$ cat config.mk
export PLATFORM = sky130hd
export DESIGN_NAME = tri_bus_arbiter
export DESIGN_NICKNAME = d
export VERILOG_FILES = /design/src/rtl/tri_bus_arbiter_pkg.sv /design/src/rtl/tri_bus_arbiter_rr_select.sv /design/src/rtl/tri_bus_arbiter.sv
export SDC_FILE = /design/constraint.sdc
export NUM_CORES = 1
export LEC_CHECK = 0
export CAP_MARGIN = 20
export CORE_MARGIN = 8
export CORE_UTILIZATION = 51
export DETAILED_ROUTE_END_ITERATION = 8
export GPL_TIMING_DRIVEN = 0
export PLACE_DENSITY = 0.83
export SLEW_MARGIN = 15
export SYNTH_ARGS = -nofsm -noshare
export SYNTH_HDL_FRONTEND = slang
export SYNTH_HIERARCHICAL = 1
export SYNTH_SLANG_ARGS = --single-unit
$ cat constraint.sdc
create_clock -name clk -period 2 [get_ports clk]
set_input_delay 0.2 -clock clk [delete_from_list [all_inputs] [get_ports clk]]
set_output_delay 0.2 -clock clk [all_outputs]
set_load 0.1 [all_outputs]
$ cat src/rtl/tri_bus_arbiter_pkg.sv
// Shared types and defaults for the tri-state bus arbiter and its
// round-robin selector.
package tri_bus_arbiter_pkg;

  typedef enum logic [1:0] {
    IDLE  = 2'd0,
    GRANT = 2'd1,
    TURN  = 2'd2
  } state_e;

  localparam int N_DEF       = 4;
  localparam int MAXHOLD_DEF = 8;
  localparam int GAP_DEF     = 1;

  // Index width for n requesters; never narrower than one bit.
  function automatic int id_width(input int n);
    return (n > 1) ? $clog2(n) : 1;
  endfunction

endpackage

$ cat src/rtl/tri_bus_arbiter_rr_select.sv
// Round-robin priority selector: the first requester at or after the
// pointer (modulo N) wins.
module rr_select
  import tri_bus_arbiter_pkg::*;
#(
  parameter int N = N_DEF
) (
  input  logic [id_width(N)-1:0] ptr_i,
  input  logic [N-1:0]           req_i,
  output logic [id_width(N)-1:0] idx_o,
  output logic                   valid_o
);

  localparam int W = id_width(N);

  logic [W-1:0] cand_s;

  // Scan from the farthest candidate down so the nearest one is assigned last.
  always_comb begin
    idx_o   = '0;
    valid_o = 1'b0;
    cand_s  = '0;
    for (int k = N - 1; k >= 0; k--) begin
      cand_s = W'((int'(ptr_i) + k) % N);
      if (req_i[cand_s]) begin
        idx_o   = cand_s;
        valid_o = 1'b1;
      end else begin
        valid_o = valid_o;
      end
    end
  end

endmodule

$ cat src/rtl/tri_bus_arbiter.sv
// Three-state arbiter for a shared tri-state bus: one-hot driver enables,
// bounded hold time and a fixed all-off turnaround between grants.
module tri_bus_arbiter
  import tri_bus_arbiter_pkg::*;
#(
  parameter int N       = N_DEF,
  parameter int MAXHOLD = MAXHOLD_DEF,
  parameter int GAP     = GAP_DEF
) (
  input  logic                   clk,
  input  logic                   rst,
  input  logic [N-1:0]           req,
  output logic [N-1:0]           en,
  output logic [id_width(N)-1:0] gnt_id,
  output logic                   busy
);

  localparam int W  = id_width(N);
  localparam int HW = $clog2(MAXHOLD + 1);
  localparam int TW = (GAP > 1) ? $clog2(GAP) : 1;

  state_e        state_q, state_d;
  logic [W-1:0]  ptr_q, ptr_d;
  logic [W-1:0]  gnt_q, gnt_d;
  logic [HW-1:0] hold_q, hold_d;
  logic [TW-1:0] turn_q, turn_d;
  logic [N-1:0]  en_q, en_d;
  logic          busy_q, busy_d;

  logic [W-1:0]  sel_idx_s;
  logic          sel_valid_s;
  logic          grant_s;
  logic [W-1:0]  ptr_nxt_s;

  rr_select #(.N(N)) u_rr_select (
    .ptr_i   (ptr_q),
    .req_i   (req),
    .idx_o   (sel_idx_s),
    .valid_o (sel_valid_s)
  );

  assign ptr_nxt_s = (gnt_q == W'(N - 1)) ? '0 : gnt_q + W'(1);

  // Next-state and registered-output decode; a grant from IDLE or the last
  // TURN cycle shares one path so both behave identically.
  always_comb begin
    state_d = state_q;
    ptr_d   = ptr_q;
    gnt_d   = gnt_q;
    hold_d  = hold_q;
    turn_d  = turn_q;
    en_d    = en_q;
    busy_d  = busy_q;
    grant_s = 1'b0;

    case (state_q)
      IDLE: begin
        if (sel_valid_s) begin
          grant_s = 1'b1;
        end else begin
          busy_d = 1'b0;
        end
      end
      GRANT: begin
        // A coincident request drop and expiry is the same single release.
        if (!req[gnt_q] || (hold_q == HW'(MAXHOLD - 1))) begin
          en_d    = '0;
          ptr_d   = ptr_nxt_s;
          turn_d  = '0;
          state_d = TURN;
        end else begin
          hold_d = hold_q + HW'(1);
        end
      end
      TURN: begin
        if (turn_q == TW'(GAP - 1)) begin
          if (sel_valid_s) begin
            grant_s = 1'b1;
          end else begin
            state_d = IDLE;
            busy_d  = 1'b0;
          end
        end else begin
          turn_d = turn_q + TW'(1);
        end
      end
      default: begin
        state_d = IDLE;
        en_d    = '0;
        busy_d  = 1'b0;
      end
    endcase

    if (grant_s) begin
      en_d            = '0;
      en_d[sel_idx_s] = 1'b1;
      gnt_d           = sel_idx_s;
      hold_d          = '0;
      busy_d          = 1'b1;
      state_d         = GRANT;
    end else begin
      grant_s = 1'b0;
    end
  end

  // State and output registers; reset drops every driver enable at once.
  always_ff @(posedge clk or posedge rst) begin
    if (rst) begin
      state_q <= IDLE;
      ptr_q   <= '0;
      gnt_q   <= '0;
      hold_q  <= '0;
      turn_q  <= '0;
      en_q    <= '0;
      busy_q  <= 1'b0;
    end else begin
      state_q <= state_d;
      ptr_q   <= ptr_d;
      gnt_q   <= gnt_d;
      hold_q  <= hold_d;
      turn_q  <= turn_d;
      en_q    <= en_d;
      busy_q  <= busy_d;
    end
  end

  assign en     = en_q;
  assign gnt_id = gnt_q;
  assign busy   = busy_q;

endmodule

# ---- Word-level counts from Yosys, hierarchy flattened
# Index checks and enable logic that the tools add are counted.
dict set report classes {
  add_sub_neg 6
  n_mul 0
  div 0
  n_lt_le_gt_ge 7
  eq_ne 12
  n_shift 0
  n_mux 42
  bitwise_logic 0
  reduce_logical 13
}
# cell count
set op_table {}
lappend op_table {{2-to-1 mux 4 bit} 5}
lappend op_table {{less-than comparator 2 x 3 -> 1 bit (second input constant)} 6}
lappend op_table {{2-to-1 mux 2 bit} 9}
lappend op_table {{2-to-1 mux 1 bit} 17}
lappend op_table {{binary-select mux 1 bit (select 2 bit)} 5}
lappend op_table {{AND reduction 2 bit} 5}
lappend op_table {{inequality test 3 bit (second input constant)} 3}
lappend op_table {{one-hot mux 4 bit (2 select lines)} 1}
lappend op_table {{inequality test 2 bit (second input constant)} 3}
lappend op_table {{one-hot mux 2 bit (3 select lines)} 1}
lappend op_table {{adder 2 x 1 -> 2 bit (second input constant)} 2}
lappend op_table {{adder 2 bit (second input constant)} 2}
lappend op_table {{adder 4 x 1 -> 4 bit (second input constant)} 1}
lappend op_table {{equality test 2 bit (second input constant)} 2}
lappend op_table {{equality test 4 x 3 -> 1 bit (second input constant)} 1}
lappend op_table {{inequality test 2 x 1 -> 1 bit (second input constant)} 2}
lappend op_table {{one-hot mux 1 bit (2 select lines)} 2}
lappend op_table {{AND reduction 4 bit} 1}
lappend op_table {{nonzero test 2 bit} 2}
lappend op_table {{one-hot mux 1 bit (3 select lines)} 1}
lappend op_table {{demux 1 bit (select 2 bit)} 1}
lappend op_table {{equality test 2 x 1 -> 1 bit (second input constant)} 1}
lappend op_table {{greater-or-equal comparator 2 x 1 -> 1 bit (second input constant)} 1}
lappend op_table {{logical NOT 2 bit} 1}
lappend op_table {{other kinds (5)} 5}
dict set report totals {
  reg_bits 16
  latch_bits 0
  mem_bits_rw 0
  romBits 0
  out_inout_bits 7
  mem_count 0
}

# ---- Logic depth before layout (Yosys ltp)
dict set report logic_depth {
  ltp_word 12
  ltp_mapped 6
}

# ---- Modules after synthesis
# Netlist, hierarchy kept.
# mod n_inst cells_each area_per_inst_um2 seq_area_each_um2
set by_module_without_submodules {}
lappend by_module_without_submodules {tri_bus_arbiter 1 75 783.3 375.4}
lappend by_module_without_submodules {rr_select 1 13 77.6 0.0}

# ---- Worst setup path after synthesis
# OpenSTA, ideal clock, no wires.
dict set report synth_timing {
  path_type {register to register}
  start {reg gnt_q[0] (netlist: gnt_id[0])}
  end {reg ptr_q[1]}
  setup_ns 0.128
  arrival_ns 2.143
  path_slack_ns -0.271
  stages_incl_launch_ff 4
  n_path_buf 0
  cell_sequence {dfrtp_1 -> mux4_2 -> a21oi_2 -> mux2_1}
}
dict set report synth_between {
  elab_chain_len 5
  word_cells_on_any_way 8
}
# item line
set synth_rtl {}
lappend synth_rtl {{from (decl)} tri_bus_arbiter.sv:24} ;# logic [W-1:0] gnt_q, gnt_d;
lappend synth_rtl {{from (signal assigned)} tri_bus_arbiter.sv:119} ;# gnt_q <= gnt_d;
lappend synth_rtl {{binary-select mux 1 bit (select 2 bit)} tri_bus_arbiter.sv:66} ;# if (!req[gnt_q] || (hold_q == HW'(MAXHOLD - 1))) begin
lappend synth_rtl {{2-to-1 mux 1 bit (implied by the code)} tri_bus_arbiter.sv:66}
lappend synth_rtl {{logical NOT 1 bit} tri_bus_arbiter.sv:66}
lappend synth_rtl {{logical OR 1 bit} tri_bus_arbiter.sv:66}
lappend synth_rtl {{AND reduction 2 bit (no line)} --}
lappend synth_rtl {{to (signal assigned)} tri_bus_arbiter.sv:118} ;# ptr_q <= ptr_d;
lappend synth_rtl {{to (decl)} tri_bus_arbiter.sv:23} ;# logic [W-1:0] ptr_q, ptr_d;
# Parallel ways exist; a longest one is shown, timed or not. The select of a mux whose other input is x is not followed.
# A chain may end at the register's enable or synchronous reset.

# ---- Final worst setup path
dict set report layout_timing {
  start {reg gnt_q[0] (netlist: gnt_id[0])}
  end {out gnt_id[0]}
}
# item line
set layout_rtl {}
lappend layout_rtl {{to (decl)} tri_bus_arbiter.sv:14} ;# output logic [id_width(N)-1:0] gnt_id,
# No word-level cell between the ends.

==> reports/metrics.cfg <==
[status]
status = finished, final reports clean

[yosys]
synth.most_common_cell = nand2_1
synth_edf_count = 0
synth_common_cells = 19 x nand2_1, 15 x dfrtp_1, 7 x mux2i_1
ys_types = 29
syn_inst = 88
yosys-top-cells-area = dfrtp_1 44%, nand2_1 8.3%, mux2i_1 8.1%
synth_flop_cell = dfrtp_1
synthMuxAreaShare = 0.1206
yosys.area_share.simple = 0.2485
synth_top_family_by_area = simple AND/OR/NAND/NOR gates
synth_compound_area_frac = 0.1308
synth-seq-cells = 15
synth-async-reset-ratio = 1.000
syn_avg_cell_area_um2 = 9.782
synth_xor_xnor_area_share = 0
netlist_area_um2 = 860.8
synth_warnings = 6
synth.top_cell.area_share = 0.4360
yosysSeqAreaShare = 0.4360
synth_fp_nets = 96
yosys.area_share.adder = 0.02907
synth.largest_area_cell = dfrtp_1

[setup_path]
startpoint_type = register
crit_path_end_kind = primary output
arrival_ps = 1650
worst_path_largest_cell_delay_ps = 880
worstSetupPathType = register to primary output
slowest_stage = dlygate4sd2_1
critical_path.cell_chain = dlygate4sd2_1
crit_fanout = 9
critPathTopFamily = buffers and inverters
cp.depth = 1
worstPathRequired_ps = 1800
path_buf_inv = 1
rr_worst_depth = 3

[timing]
fin_crit_sh = 0.9271
finalHoldViolCount = 0
finalCriticalPeriod_ps = 1854
finClkSkew_ps = 9.080
fmax_mhz = 539.3
slew_violations = 0
finalSetupViolCount = 0
worst_slew_pin_slew_ps = 983.9
slew_headroom = 0.3467
rsz0062_at_grt = false
tns_ps = 0
holdWs_ps = 247.2

[clock_tree]
numCtsBuffers = 3
clock_latency_ps = 300
cts.sinks = 15
cts-root-buf = clkbuf_4
post-cts-setup-buffer-count = 0
htreeDepth = 1
clkSlewWorstSetupHoldPaths_ps = 100
cts_tree = done
clockBufferDepth = 2

[finish]
syn_to_final_growth_pct = 19.19
final_nets = 113
diodes = 0
drive_gt1_frac = 0.1346

[route]
drt_wl_total_um = 1711
vias_per_cell = 5.661
wl_per_cell_um = 14.14
ant_nets = 0
drtIter0Drc = 21
route.detailed.drc = 0
firstDrtPassIters = 4
num_vias = 685

[floorplanning]
ios = 13
start_util = 0.5212
num_rows = 15
die_y_um = 57.09
coreArea_um2 = 1652
dieWidth_um = 57.09
dieArea_um2 = 3259

[placement]
placement.io_buffers = 12
gp_congestion = 0.7985

[global_routing]
grt_overflow_total = 0
antenna_found_initial = 0
grt_max_degree = 16
grt_pass1_wl_um = 2994
grt.total_usage = 0.1153
grt_pass1_vias = 661

[run]
maxCapViolCount = 0

[hold_path]
hold_class = input port to async pin

area by class of cell:
cell class                      count  area [um2]
Fill cell                         153       625.6
Multi-Input combinational cell     69       455.4
Sequential cell                    15       377.9
Timing Repair Buffer               12       111.4
Clock buffer                        3       22.52
Buffer                              2       22.52
Tap cell                           17       21.27
Clock inverter                      1       7.507
Inverter                            2       7.507
cell usage in the layout (no fill, tap or decap):
master           netlist  layout
nand2_1               19      19
a21oi_2                1       1
a31oi_1                1       1
inv_1                  2       2
dfrtp_1               15      13
nor3_1                 2       2
clkdlybuf4s50_1        0       5
nor4b_1                1       1
clkinvlp_4             0       1
mux2_1                 1       1
dfrtp_2                0       2
mux2i_1                7       7
a211oi_1               1       1
nand3b_1               1       1
mux4_2                 1       1
o21a_1                 1       1
o2111ai_1              1       1
o311a_1                1       1
o21ai_2                1       1
clkbuf_4               0       3
a21oi_1                1       1
nand2b_1               4       4
nor2_1                 5       5
and3_1                 1       1
nand2b_4               1       1
a211oi_2               1       1
o21ai_0                6       6
ha_1                   2       2
nor2b_1                5       5
or2_2                  1       1
o211ai_1               1       1
nor3b_1                2       2
buf_6                  2       2
dlygate4sd2_1          0       7
metrics by stage:
stage,cell area [um2],setup slack [ps],std cells,utilization
after floorplan,863.3,57.71,88,-
after global placement,1005,94.15,117,0.6083
after detailed placement,1005,95.86,117,0.6083
after CTS,1026,133.7,121,0.6212
after global routing,1026,96.12,121,0.6212
final,1026,145.8,121,0.6212
routing by layer:
| layer | global-route usage | vias to the layer above | share of wire | wire length (um) |
|---|---|---|---|---|
| li1 | - | 339 | - | - |
| met1 | 0.1355 | 317 | 0.44 | 753 |
| met2 | 0.1814 | 24 | 0.46 | 791 |
| met3 | 0.03104 | 5 | 0.070 | 120 |
| met4 | 0.07047 | 0 | 0.027 | 46 |
| met5 | 0 | - | 0 | 0 |
final timing paths:
| kind | start | endpoint | slack (ps) |
|---|---|---|---|
| worst min-delay path | rst | state_q[0] | 250 |
| worst max-delay path | gnt_id[0] | gnt_id[0] | 150 |
| max in group asynchronous | rst | gnt_id[1] | 1330 |
| min in group clk | busy | busy | 510 |
| worst min register to register | busy | busy | 510 |
| worst max register to register | gnt_id[0] | ptr_q[1] | 290 |
flip-flops by register name, indices dropped and copies added (netlist names):
signal   cells
busy         1
en           4
gnt_id       2
hold_q       4
ptr_q        2
state_q      2
cell families (layout without fill, tap and decap cells):
logic type                 Yosys count  count (layout)
AOI/OAI and AO/OA                   16              16
adders and majority gates            2               2
buffers and inverters                4              20
DFF                                 15              15
muxes                                9               9
and+or+nand+nor                     42              42
timing repair:
item / 4_1_cts / 5_1_grt
hold buffers: 0 / 0
resized for setup: 7 / 0
endpoints found under the setup margin: 7 / 0
Power is not shown: default switching activity piles up to over one toggle a cycle in this logic, so the estimate is an artifact.
